## src/rtl/peripheral_biu_initiator.sv

```systemverilog
// Single-outstanding bus initiator: turns one command into one BIU strobe/ack
// transaction and returns a response (data, bus error, timeout).
module peripheral_biu_initiator #(
   parameter int unsigned XLEN    = 64,
   parameter int unsigned PLEN    = 64,
   parameter int unsigned TIMEOUT = 255
) (
   input  logic            clk,
   input  logic            rst,

   input  logic            cmd_valid_i,
   output logic            cmd_ready_o,
   input  logic            cmd_we_i,
   input  logic [PLEN-1:0] cmd_adr_i,
   input  logic [XLEN-1:0] cmd_d_i,
   input  logic [2:0]      cmd_size_i,
   input  logic [2:0]      cmd_prot_i,

   output logic            rsp_valid_o,
   input  logic            rsp_ready_i,
   output logic [XLEN-1:0] rsp_q_o,
   output logic            rsp_err_o,
   output logic            rsp_tmo_o,

   output logic            biu_stb_o,
   output logic            biu_we_o,
   output logic            biu_lock_o,
   output logic [PLEN-1:0] biu_adri_o,
   output logic [XLEN-1:0] biu_d_o,
   output logic [2:0]      biu_size_o,
   output logic [2:0]      biu_type_o,
   output logic [2:0]      biu_prot_o,
   input  logic            biu_stb_ack_i,
   input  logic            biu_d_ack_i,
   input  logic            biu_ack_i,
   input  logic            biu_err_i,
   input  logic [XLEN-1:0] biu_q_i,
   input  logic [PLEN-1:0] biu_adro_i
);

   localparam int unsigned CW = (TIMEOUT < 2) ? 1 : $clog2(TIMEOUT + 1);

   typedef enum logic [1:0] {IDLE, REQ, WAIT, RESP} state_t;

   state_t        state;
   logic [CW-1:0] tmo_cnt;
   logic          bus_done;
   logic          tmo_hit;
   logic          unused_inputs;

   assign cmd_ready_o   = (state == IDLE);
   assign biu_lock_o    = 1'b0;
   assign biu_type_o    = 3'b000;
   assign unused_inputs = ^{biu_adro_i, biu_d_ack_i};

   // A completion may arrive with the strobe acknowledge itself; it beats a
   // timeout that expires in the same cycle.
   assign bus_done = (biu_ack_i | biu_err_i) &
                     ((state == WAIT) | ((state == REQ) & biu_stb_ack_i));
   assign tmo_hit  = (tmo_cnt == CW'(TIMEOUT - 1));

   always_ff @(posedge clk or posedge rst) begin
      if (rst) begin
         state       <= IDLE;
         tmo_cnt     <= '0;
         biu_stb_o   <= 1'b0;
         biu_we_o    <= 1'b0;
         biu_adri_o  <= '0;
         biu_d_o     <= '0;
         biu_size_o  <= '0;
         biu_prot_o  <= '0;
         rsp_valid_o <= 1'b0;
         rsp_q_o     <= '0;
         rsp_err_o   <= 1'b0;
         rsp_tmo_o   <= 1'b0;
      end else begin
         case (state)
            IDLE: begin
               if (cmd_valid_i) begin
                  biu_we_o   <= cmd_we_i;
                  biu_adri_o <= cmd_adr_i;
                  biu_d_o    <= cmd_d_i;
                  biu_size_o <= cmd_size_i;
                  biu_prot_o <= cmd_prot_i;
                  biu_stb_o  <= 1'b1;
                  tmo_cnt    <= '0;
                  rsp_q_o    <= '0;
                  rsp_err_o  <= 1'b0;
                  rsp_tmo_o  <= 1'b0;
                  state      <= REQ;
               end
            end
            REQ, WAIT: begin
               tmo_cnt <= tmo_cnt + CW'(1);
               if (bus_done) begin
                  biu_stb_o   <= 1'b0;
                  rsp_q_o     <= biu_we_o ? '0 : biu_q_i;
                  rsp_err_o   <= biu_err_i;
                  rsp_valid_o <= 1'b1;
                  state       <= RESP;
               end else if (tmo_hit) begin
                  biu_stb_o   <= 1'b0;
                  rsp_err_o   <= 1'b1;
                  rsp_tmo_o   <= 1'b1;
                  rsp_valid_o <= 1'b1;
                  state       <= RESP;
               end else if ((state == REQ) && biu_stb_ack_i) begin
                  biu_stb_o <= 1'b0;
                  state     <= WAIT;
               end
            end
            RESP: begin
               if (rsp_ready_i) begin
                  rsp_valid_o <= 1'b0;
                  state       <= IDLE;
               end
            end
            default: state <= IDLE;
         endcase
      end
   end

endmodule

```

## config.mk

```make
export PLATFORM = sky130hd
export DESIGN_NAME = peripheral_biu_initiator
export DESIGN_NICKNAME = d
export VERILOG_FILES = /design/src/rtl/peripheral_biu_initiator.sv
export SDC_FILE = /design/constraint.sdc
export NUM_CORES = 1
export LEC_CHECK = 0
export BUFFER_PORTS_ARGS = -buffer_cell sky130_fd_sc_hd__buf_2
export CORE_AREA = 2 2 184 186
export CTS_BUF_LIST = sky130_fd_sc_hd__clkbuf_8
export DETAILED_ROUTE_END_ITERATION = 7
export DIE_AREA = 0 0 186 188
export GPL_ROUTABILITY_DRIVEN = 0
export SLEW_MARGIN = 20
export SYNTH_ARGS = -nofsm -noshare
export SYNTH_HDL_FRONTEND = slang
export SYNTH_SLANG_ARGS = --single-unit
```

## constraint.sdc

```tcl
create_clock -name clk -period 7 [get_ports clk]
set_clock_uncertainty 0.15 [all_clocks]
set_input_delay 0.35 -clock clk [delete_from_list [all_inputs] [get_ports clk]]
set_output_delay 0.35 -clock clk [all_outputs]
set_load 0.01 [all_outputs]
```

Word level (Yosys, flattened, before mapping)
Cells that the tools add are included.
{ "op_classes": {"n_addsub": 1, "eq_ne": 11, "mux": 26, "n_bitwise": 4, "reduce_logical": 13} }
{ "ops": {"columns": ["cell", "count"], "rows": [
  ["two-way mux 64 bit", 3],
  ["one-hot mux 64 bit (2 select lines)", 1],
  ["one-hot mux 8 bit (2 select lines)", 1],
  ["AND reduction 3 bit", 5],
  ["two-way mux 1 bit", 10],
  ["two-way mux 2 bit", 5],
  ["inequality test 2 bit (second input constant)", 5],
  ["adder 8 x 1 -> 8 bit (second input constant)", 1],
  ["equality test 8 bit (second input constant)", 1],
  ["two-way mux 8 bit", 1],
  ["one-hot mux 1 bit (2 select lines)", 4],
  ["one-hot mux 2 bit (3 select lines)", 1],
  ["equality test 2 bit (second input constant)", 2],
  ["inequality test 4 bit (second input constant)", 1],
  ["AND reduction 2 bit", 2],
  ["AND reduction 4 bit", 1],
  ["nonzero test 2 bit", 2],
  ["inequality test 3 bit (second input constant)", 1],
  ["AND 1 bit", 2],
  ["equality test 2 x 1 -> 1 bit (second input constant)", 1],
  ["logical NOT 2 bit", 1],
  ["bitwise OR 1 bit", 2],
  ["OR reduction 2 bit", 1],
  ["logical AND 1 bit", 1]
]} }
{ "word_totals": {"reg_bits": 213, "input_bits": 271, "output_inout_bits": 208} }

Longest topological paths before layout
Gate-level depths: netlist (run 1).
{ "logic_depth": {"ltp_word": 6, "depth_mapped": 8} }

Least setup slack after synthesis (run 1)
OpenSTA, ideal clock, no wires.
{ "synth_path": {"path_kind": "register to register", "from": "register state[0]", "to": "register biu_adri_o[0]", "arrival_ns": 1.672, "slack_ns": 5.053, "path_stages_with_launch": 7, "path_buffers": 2, "path_cell_list": "dfrtp_1 inv_1 ha_1 nand2_1 buf_2 buf_2 mux2_2"} }
{ "synth_between": {"elab_chain_cells": 2} }
{ "synth_rtl": {"columns": ["element", "line", "text"], "rows": [
  ["start: declaration", "45", "state_t state;"],
  ["start signal: assignment", "64", "state <= IDLE;"],
  ["start signal: assignment", "90", "state <= REQ;"],
  ["start signal: assignment", "100", "state <= RESP;"],
  ["logical NOT 2 bit", null, null],
  ["named net cmd_ready_o", "12", "output logic cmd_ready_o,"],
  ["AND reduction 2 bit (no line)", null, null],
  ["end signal: assignment", "81", "biu_adri_o <= cmd_adr_i;"],
  ["end: declaration", "28", "output logic [PLEN-1:0] biu_adri_o,"]
]} }
The timed path passes the listed nets, and every way through them passes these cells.
A chain may end at the register's enable or synchronous reset.

Final worst setup path (run 1)
{ "layout_path": {"from": "register state[0]", "to": "register biu_adri_o[17]"} }
{ "layout_between": {"elab_chain_cells": 2} }
{ "layout_rtl": {"columns": ["element", "line", "text"], "rows": [
  ["logical NOT 2 bit", "77", "case (state)"],
  ["AND reduction 2 bit (no line)", null, null]
]} }
No other way between the ends.

==> results of run 1 <==
-- worst min path at each step --
stage                      from          end  slack, ps  cells after the start
global route          biu_ack_i    rsp_tmo_o         40                      4
global placement      biu_stb_o    biu_stb_o        330                      1
floorplan            biu_q_i[0]   rsp_q_o[0]        340                      2
finish                biu_ack_i    rsp_tmo_o         80                      4
detailed placement  rsp_valid_o  rsp_valid_o        320                      1
CTS                   biu_ack_i    rsp_tmo_o         40                      4
-- metal layers --
layer  GRT usage (%)  part of all wire, %  vias to the layer above
met5               0                    0                        -
met4           5.482                  2.9                        0
met3           5.166                  9.1                       64
met2           25.38                   49                      334
met1           15.03                   39                     3509
li1                -                    -                     3460
-- cell usage after synthesis (5+ instances only) --
master	instances	area share, %
mux2i_1	69	7.8
buf_2	20	1.1
buf_12	6	1.4
nand2_1	76	3.2
a21oi_1	5	0.28
dfrtp_1	213	60
o21ai_0	6	0.34
inv_1	74	3.1
nor3_1	7	0.40
ha_1	7	0.99
mux2_2	135	17
-- placed cells by master, fill, tap and decap left out, types with 3 or more instances in the layout --
| cell type | netlist | routed |
|---|---|---|
| buf_2 | 20 | 409 |
| dfrtp_1 | 213 | 213 |
| dlygate4sd3_1 | 0 | 202 |
| mux2_2 | 135 | 135 |
| inv_1 | 74 | 89 |
| nand2_1 | 76 | 75 |
| mux2i_1 | 69 | 69 |
| clkbuf_8 | 0 | 48 |
| nor3_1 | 7 | 7 |
| ha_1 | 7 | 7 |
| o21ai_0 | 6 | 6 |
| a21oi_1 | 5 | 5 |
| o31ai_1 | 4 | 4 |
| conb_1 | 1 | 4 |
| buf_4 | 4 | 4 |
| nor2_1 | 3 | 3 |
| nand3_1 | 3 | 3 |
| nand2b_1 | 3 | 3 |
-- cell families (layout without fill, tap and decap cells) --
group / count (synthesis) / count (layout) / share of synthesized area, %
and+or+nand+nor: 102 / 102 / 5.077
adders and majority gates: 7 / 7 / 0.9899
DFF: 213 / 213 / 60.25
other: 1 / 4 / 0.04239
buffers and inverters: 109 / 759 / 6.435
AOI/OAI and AO/OA: 27 / 27 / 2.093
muxes: 205 / 205 / 25.12
-- cell type report --
class / instances / share of cell area, %
Clock inverter: 21 / 0.8198
Sequential cell: 213 / 37.96
Timing Repair Buffer: 616 / 29.27
Tap cell: 448 / 3.992
Inverter: 74 / 2.032
Clock buffer: 48 / 4.705
Multi-Input combinational cell: 345 / 21.22
-- power groups by stage --
stage / Clock (mW) / Combinational, mW / Sequential, mW
finish: 1.18 / 2.62 / 2.06
floorplan: 0 / 1.58 / 2.29
global route: 1.29 / 2.84 / 2.12
global placement: 0 / 2.50 / 2.03
CTS: 1.23 / 2.63 / 2.04
detailed placement: 0 / 2.54 / 2.05
-- critical path, delay by kind of cell, from the launching register on --
family | cells | cell delay (ps)
adder cells (fa/ha/maj) | 1 | 290
buffers and inverters | 2 | 920
flip-flops | 1 | 420
multiplexers | 1 | 420
AND/OR/NAND/NOR | 1 | 660
-- through the flow --
stage	setup WS (ps)	hold slack [ps]	std cells	util (%)	area (sq um)
after floorplan	677.4	337.1	667	-	8859
after global placement	3898	325.6	1494	33.94	11240
after detailed placement	3860	318.8	1494	33.94	11240
after CTS	3843	35.27	1765	42.39	14040
after global routing	3657	41.35	1765	42.40	14040
final	3875	84.25	1765	42.40	14040
-- registers in the layout, indices dropped and copies added (netlist names) --
name,cells
rsp_valid_o,1
biu_d_o,64
rsp_tmo_o,1
state,2
rsp_err_o,1
biu_we_o,1
biu_stb_o,1
tmo_cnt,8
biu_adri_o,64
biu_prot_o,3
rsp_q_o,64
biu_size_o,3
-- timing repair --
item,CTS,global route
hold endpoints to repair,289,0
resized for setup,0,0
hold buffers,202,0
==> impl_metrics.toml, run 1 <==
[global_route]
grt_usage_pct = 14.19
grt_pass1_vias = 7993
overflow = 0
grt_max_degree = 91
grt_antenna_before_repair = 0
grt_pass1_wl_mm = 39.96

[clock_network]
clk_path_buf_depth = 3
cts_buffers = 40
cts_tree = "built"
cts_post_setup_buffers_inserted = 0
clock_latency_ps = 530
clk_pin_slew_ps = 60
clock-sinks = 213
htreeDepth = 2
clock-root-buffer = "clkbuf_8"

[sta]
fmax_ghz = 0.3200
setup_violations = 0
fin_crit_ps = 3125
rsz0062_at_grt = "false"
finalMaxSlewViolations = 0
period_share_pct = 44.64
hold_violations = 0
timing.slew.headroom_pct = 35.46
tns_ps = 0
worstMarginPinSlew_ps = 968.1

[logic_synthesis]
avgSynthCellArea_sq_um = 13.32
synth_edf_count = 0
yosysWarnings = 0
syn-cell-area_sq_um = 8847
yosys_most_used_dff = "dfrtp_1"
synth.distinct_cells = 40
async_flop_share_pct = 100.0
syn_inst = 664
ys_seq_area_share_pct = 60.25
synth_seq_cells = 213

[route]
post_drt_via_cell_ratio = 4.174
drc_errors = 0
drt_first_pass_iters = 4
drt_iter0_markers = 177
vias = 7367
routedWlPerCell_um = 14.51
detail-route-antenna-nets = 0
drt_wl_total_mm = 25.61

[critical_path]
critical-path-slowest-cell = "buf_4"
cp.arrival_ps = 3390
r2r_slack_ps = 3870
worst-path-max-fanout = 69
crit_end = "biu_adri_o[17]"
critPathKind = "reg2reg"
worst_r2r_path_depth = 5
worstReg2RegStart = "state[0]"
startpoint = "state[0]"
worstSetupStartpointType = "flip-flop"
end_kind = "flip-flop"
cp.required_ps = 7260
r2r-end = "biu_adri_o[17]"
cpPeakStageDelay_ps = 820
path_cells = "inv_1, ha_1, nand2_4, buf_4, mux2_2"

[power]
powerDensity_nw_per_um2 = 416.7
p_sw_mw = 2.163
irDropWorstVdd_mv = 0.2361
p_seq_share_pct = 35.1
power_leakage_nw = 7.005
p_clk_share_pct = 20.2
switching_share_pct = 36.96
total_power_mw = 5.851
power_frac_comb_pct = 44.7
internal_power_mw = 3.688

[floorplan]
start_util_pct = 26.72
num_io_pins = 479
num_rows = 67
die_y_um = 188
die_w_um = 186
core_sq_um = 33110
design.die.area_sq_um = 34970

[place]
numPortBuffers = 409
dp_hpwl_mm = 15.74

[cells_and_area]
drive_gt1_share_pct = 46.39
antennaDiodeCount = 0
multi_input_area_sq_um = 2979
fill_cells = 3044
ff_latch_area_sq_um = 5330
syn2layout_area_growth_pct = 58.70
nNetsFinal = 1568

[outcome]
status = "complete, no violations"

[job]
drv_cap = 0

[worst_hold_path]
holdCritPathClass = "in2reg"
(Power assumes the default switching activity.)
==> inputs of run 2 (changes only) <==
CORE_AREA = 2 2 187 189   (was 2 2 184 186)
DIE_AREA = 0 0 189 191   (was 0 0 186 188)
clock period = 2.83 ns   (was 7 ns; I/O delays follow)
==> run 2 against run 1 <==
Compared with the run above:
- register-to-register slack worse by 3400 ps
- die area is 3.2% higher
- sequential power rose by 150%
- final cell count increased by 0.57%
- sequential share of layout area is 0.33 points lower
- non-clock buffer count up 13
- worst hold slack worse by 8.2 ps
- utilization decreased by 0.89 points
- maximum frequency increased by 30%
- total power increased by 150%
- clock power grew 140%
- critical path type unchanged
- highest routed layer unchanged
==> impl_metrics.toml, run 2 (synthesized netlist as in run 1, its figures left out) <==
[critical_path]
cp.required_ps = 3120
critical-path-slowest-cell = "ha_1"
worstReg2RegStart = "state[0]"
end_kind = "flip-flop"
worstSetupStartpointType = "flip-flop"
worst-path-max-fanout = 64
r2r_slack_ps = 430
path_cells = "inv_1, ha_1, nor2_1, a211oi_4, buf_12, mux2i_1"
critPathKind = "reg2reg"
r2r-end = "rsp_q_o[37]"
worst_r2r_path_depth = 6
cpPeakStageDelay_ps = 480
cp.arrival_ps = 2690

[worst_hold_path]
min_from = "cmd_valid_i"
whs_endpoint = "tmo_cnt[6]"
min_path_cells = 5
holdCritPathClass = "in2reg"

[cells_and_area]
antennaDiodeCount = 0
ff_latch_area_sq_um = 5330
final_cell_mix = "buf_2, dfrtp_1, dlygate4sd3_1, mux2_2, inv_1"
fill_cells = 3125
reg_top3 = "biu_adri_o (64), biu_d_o (64), rsp_q_o (64)"
final_common_cell = "buf_2"
utilization_pct = 41.51
syn2layout_area_growth_pct = 60.08
drive_gt1_share_pct = 46.97
nNetsFinal = 1580
multi_input_area_sq_um = 2979

[power]
p_sw_mw = 5.363
irDropWorstVdd_mv = 0.9889
p_clk_share_pct = 19.3
power_frac_comb_pct = 45.6
power_leakage_nw = 7.026
switching_share_pct = 36.92
powerDensity_nw_per_um2 = 1026
internal_power_mw = 9.163
p_seq_share_pct = 35.1

[place]
dp_hpwl_mm = 16.44
pre_cts_ws_ps = 455.5
numPortBuffers = 409

[route]
routedWlPerCell_um = 14.78
drt_first_pass_iters = 4
drt_iter0_markers = 139
vias = 7408
post_drt_via_cell_ratio = 4.174
drc_errors = 0
drt_wl_total_mm = 26.24
detail-route-antenna-nets = 0

[outcome]
status = "complete, no violations"

[global_route]
grt_pass1_vias = 8065
overflow = 0
grt_usage_pct = 14.04
grt_max_degree = 96
grt_pass1_wl_mm = 41.06
grt_antenna_before_repair = 0

[floorplan]
die_w_um = 189
num_io_pins = 479
core_sq_um = 34120
die_y_um = 191
num_rows = 68
start_util_pct = 25.93
design.die.area_sq_um = 36100

[clock_network]
cts_tree = "built"
cts_post_setup_buffers_inserted = 0
cts_buffers = 39
htreeDepth = 2
clock_latency_ps = 530
clock-sinks = 213
clock-root-buffer = "clkbuf_8"
clk_pin_slew_ps = 60
clk_path_buf_depth = 3

[sta]
timing.slew.headroom_pct = 61.41
setup_violations = 0
finalMaxSlewViolations = 0
rsz0062_at_grt = "false"
worstMarginPinSlew_ps = 578.8
fmax_ghz = 0.4167
whs_ps = 76.07
period_share_pct = 84.80
fin_crit_ps = 2400
fin_ws_ps = 430.2
hold_violations = 0

[job]
drv_cap = 0
-- run 2: cell count changes in the layout (fill, tap and decap cells not counted), moves of 2 or more --
cell and delta:
inv_1 -10, buf_12 +5, buf_4 +5, dlygate4sd3_1 +4, clkbuf_8 +2
-- run 2: worst max path at each step --
stage,from,end,slack (ps),cells after the start
finish,state[0],rsp_q_o[37],430,6
global route,state[0],rsp_q_o[58],320,6
CTS,state[0],rsp_q_o[55],410,6
detailed placement,state[0],rsp_q_o[55],460,6
global placement,state[0],rsp_q_o[58],540,6
floorplan,rst,biu_adri_o[0],-230,1
-- run 2: power by group through the flow --
stage / logic [mW] / clock network, mW / registers [mW]
global placement: 6.30 / 0 / 5.03
floorplan: 3.90 / 0 / 5.66
CTS: 6.63 / 2.94 / 5.06
global route: 7.16 / 3.07 / 5.26
detailed placement: 6.39 / 0 / 5.08
finish: 6.62 / 2.81 / 5.09
-- run 2: area by class of cell --
| type | count | area share, % |
|---|---|---|
| well taps | 455 | 4.020 |
| repair buffers | 629 | 30.20 |
| flip-flops and latches | 213 | 37.64 |
| inverters | 74 | 1.988 |
| clock buffers | 50 | 4.859 |
| multi-input cells | 345 | 21.04 |
| clock inverters | 9 | 0.2650 |
-- run 2: worst max-delay path, delay by kind of cell (launching register included) --
| kind | cells | cell delay (ps) |
|---|---|---|
| flops | 1 | 430 |
| fa+ha+maj | 1 | 480 |
| compound gates | 1 | 260 |
| buf+inv | 2 | 490 |
| simple gates | 1 | 130 |
| mux | 1 | 260 |
-- run 2: timing repair --
action	CTS	global route
hold buffers	206	0
hold endpoints to repair	417	0
gates resized for setup	0	0
-- run 2: routing by layer --
metal  vias to the layer above  GRT usage, %  routed length, um
li1                       3470             -                  -
met1                      3543         15.42              10080
met2                       324         25.18              13220
met3                        71         3.984               1920
met4                         0         6.220               1019
met5                         -             0                  0
-- run 2: through the flow --
stage          std cells  setup TNS (ps)  area, sq um  power (mW)
2_1_floorplan        667          -49350         8862       9.563
3_3_place_gp        1510               0        11370       11.33
3_5_place_dp        1510               0        11370       11.48
4_1_cts             1775               0        14160       14.63
5_1_grt             1775               0        14160       15.49
6_report            1775               0        14160       14.53
==> inputs of run 3 (changes only) <==
ABC_AREA = 1   (was unset)
CORE_AREA = 2 2 185 187   (was 2 2 187 189)
DIE_AREA = 0 0 187 189   (was 0 0 189 191)
clock period = 2 ns   (was 2.83 ns; I/O delays follow)
==> run 3 against run 2 <==
Compared with the run above:
- final cell count grew 2.1%
- maximum frequency grew 26%
- sequential share of layout area shrank 0.28 points
- worst hold slack gained 15 ps
- area after synthesis shrank 2.3%
- die area shrank 2.1%
- critical path type unchanged
- critical endpoint is now biu_prot_o[2]
- largest cell class unchanged
==> impl_metrics.toml, run 3 <==
[place]
numPortBuffers = 409
dp_hpwl_mm = 17.49

[clock_network]
htreeDepth = 2
clk_path_buf_depth = 3
clk_pin_slew_ps = 60
cts_tree = "built"
clock-sinks = 213
cts_buffers = 39
clock_latency_ps = 530
clock-root-buffer = "clkbuf_8"

[route]
drt_iter0_markers = 251
post_drt_via_cell_ratio = 4.165
drt_wl_total_mm = 26.73
vias = 7551
drc_errors = 0
routedWlPerCell_um = 14.74
drt_first_pass_iters = 5
detail-route-antenna-nets = 0

[power]
power_leakage_nw = 7.239
powerDensity_nw_per_um2 = 1516
irDropWorstVdd_mv = 0.7295
total_power_mw = 21.63

[sta]
finalMaxSlewViolations = 0
setup_violations = 0
timing.slew.headroom_pct = 63.08
hold_violations = 0
fin_crit_ps = 1900
tns_ps = 0
fmax_ghz = 0.5264
period_share_pct = 94.99
rsz0062_at_grt = "true"
worstMarginPinSlew_ps = 553.8

[logic_synthesis]
avgSynthCellArea_sq_um = 12.54
synth_edf_count = 0
yosys-top-cells-count = "dfrtp_1, nand2_1, mux2_2"
yosys.area.top_type = "dfrtp_1"
synth.area.top_cells = "dfrtp_1, mux2_2, mux2_4"
ys_seq_area_share_pct = 61.69
synth_top_area_share_pct = 61.69
synth_most_common_cell = "dfrtp_1"
synth.distinct_cells = 27
syn-cell-area_sq_um = 8641
syn_inst = 689
yosys_most_used_dff = "dfrtp_1"
yosysWarnings = 0
async_flop_share_pct = 100.0
synth_seq_cells = 213

[cells_and_area]
fill_cells = 3119
drive_gt1_share_pct = 46.74
syn2layout_area_growth_pct = 65.13
nNetsFinal = 1619
final_cell_mix = "buf_2, dfrtp_1, dlygate4sd3_1, nand2_1, mux2_2"
reg_top3 = "biu_adri_o (64), biu_d_o (64), rsp_q_o (64)"
ff_latch_area_sq_um = 5330
final_common_cell = "buf_2"
multi_input_area_sq_um = 3013

[global_route]
grt_max_degree = 97
top_usage_layer = "met2"
met2_usage_pct = 25.65
overflow = 0
grt_pass1_vias = 7962
grtUsageMet3_pct = 4.004
met1_usage_pct = 17.26
grt_pass1_wl_mm = 42.34
grt_usage_pct = 14.78
grt_antenna_before_repair = 1

[floorplan]
design.die.area_sq_um = 35340
num_io_pins = 479
num_rows = 67
die_y_um = 189
start_util_pct = 25.96
die_w_um = 187
core_sq_um = 33280

[critical_path]
worstSetupStartpointType = "flip-flop"
end_kind = "flip-flop"
worst-path-max-fanout = 22
path_cells = "inv_1, ha_1, nand2_8, buf_4, mux2_2"
critPathKind = "reg2reg"
r2r_slack_ps = 100
worst_r2r_path_depth = 5
critical-path-slowest-cell = "mux2_2"
cp.arrival_ps = 2160
cp.required_ps = 2260
cpPeakStageDelay_ps = 370

[outcome]
status = "complete, no violations"

[worst_hold_path]
holdCritPathClass = "in2async"

[job]
drv_cap = 0
[run 3: through the flow]
step | setup slack (ps) | area, sq um | cells | hold WS, ps | utilization (%)
6_report | 100.2 | 14270 | 1813 | 91.45 | 42.87
3_5_place_dp | 56.94 | 11420 | 1542 | 89.91 | 34.31
5_1_grt | -10.66 | 14260 | 1811 | 92.59 | 42.86
4_1_cts | 48.74 | 14220 | 1810 | 63.00 | 42.73
2_1_floorplan | -1020 | 8656 | 692 | 92.75 | -
3_3_place_gp | 85.07 | 11420 | 1542 | 90.82 | 34.31
[run 3: kinds of logic (layout without fill, tap and decap cells)]
group,Yosys count,count (layout),share of synthesized area (%)
other,1,6,0.04340
flip-flops,213,213,61.69
AND/OR/NAND/NOR,197,197,8.949
multiplexers,135,135,19.77
AO/OA/AOI/OAI,76,76,4.489
buffers and inverters,58,729,3.852
adder cells (fa/ha/maj),7,7,1.014
XOR/XNOR,2,2,0.2028
[run 3: path summary, 6_finish.rpt]
kind	from	endpoint
min in group clk	cmd_d_i[38]	biu_d_o[38]
min	rst	biu_adri_o[2]
max	state[0]	biu_prot_o[2]
min reg2reg	rsp_q_o[57]	rsp_q_o[57]
max reg2reg	state[0]	biu_prot_o[2]
max in group asynchronous	rst	rsp_q_o[44]
[run 3: layout make-up]
type / instances / share of cell area, %
clock inverter: 15 / 0.6314
multi-input combinational: 421 / 21.12
sequential: 213 / 37.36
clock buffer: 48 / 4.630
inverter: 20 / 0.5524
antenna: 2 / 0.03508
tap: 448 / 3.928
timing repair buffer: 646 / 31.75
[run 3: where the power goes]
part	switching (mW)	internal, mW
clock	1.76	2.27
sequential	1.11	6.44
combinational	5.15	4.90
total	8.02	13.6
[run 3: layer usage]
metal	wire, um	share of wire [%]
met5	13	0.049
met4	885	3.3
met3	1759	6.6
met2	13520	51
met1	10550	39
[run 3: critical path: cells and delay by family, from the launching register on]
family,cells,cell delay [ps]
adders and majority gates,1,290
buffers and inverters,2,360
DFF,1,340
muxes,1,370
and+or+nand+nor,1,260
[run 3: what timing repair did]
action,4_1_cts,5_1_grt
hold buffers,205,0
setup endpoints to repair,0,23
gates resized for setup,0,6
buffers inserted,0,0
endpoints found under the hold margin,424,0
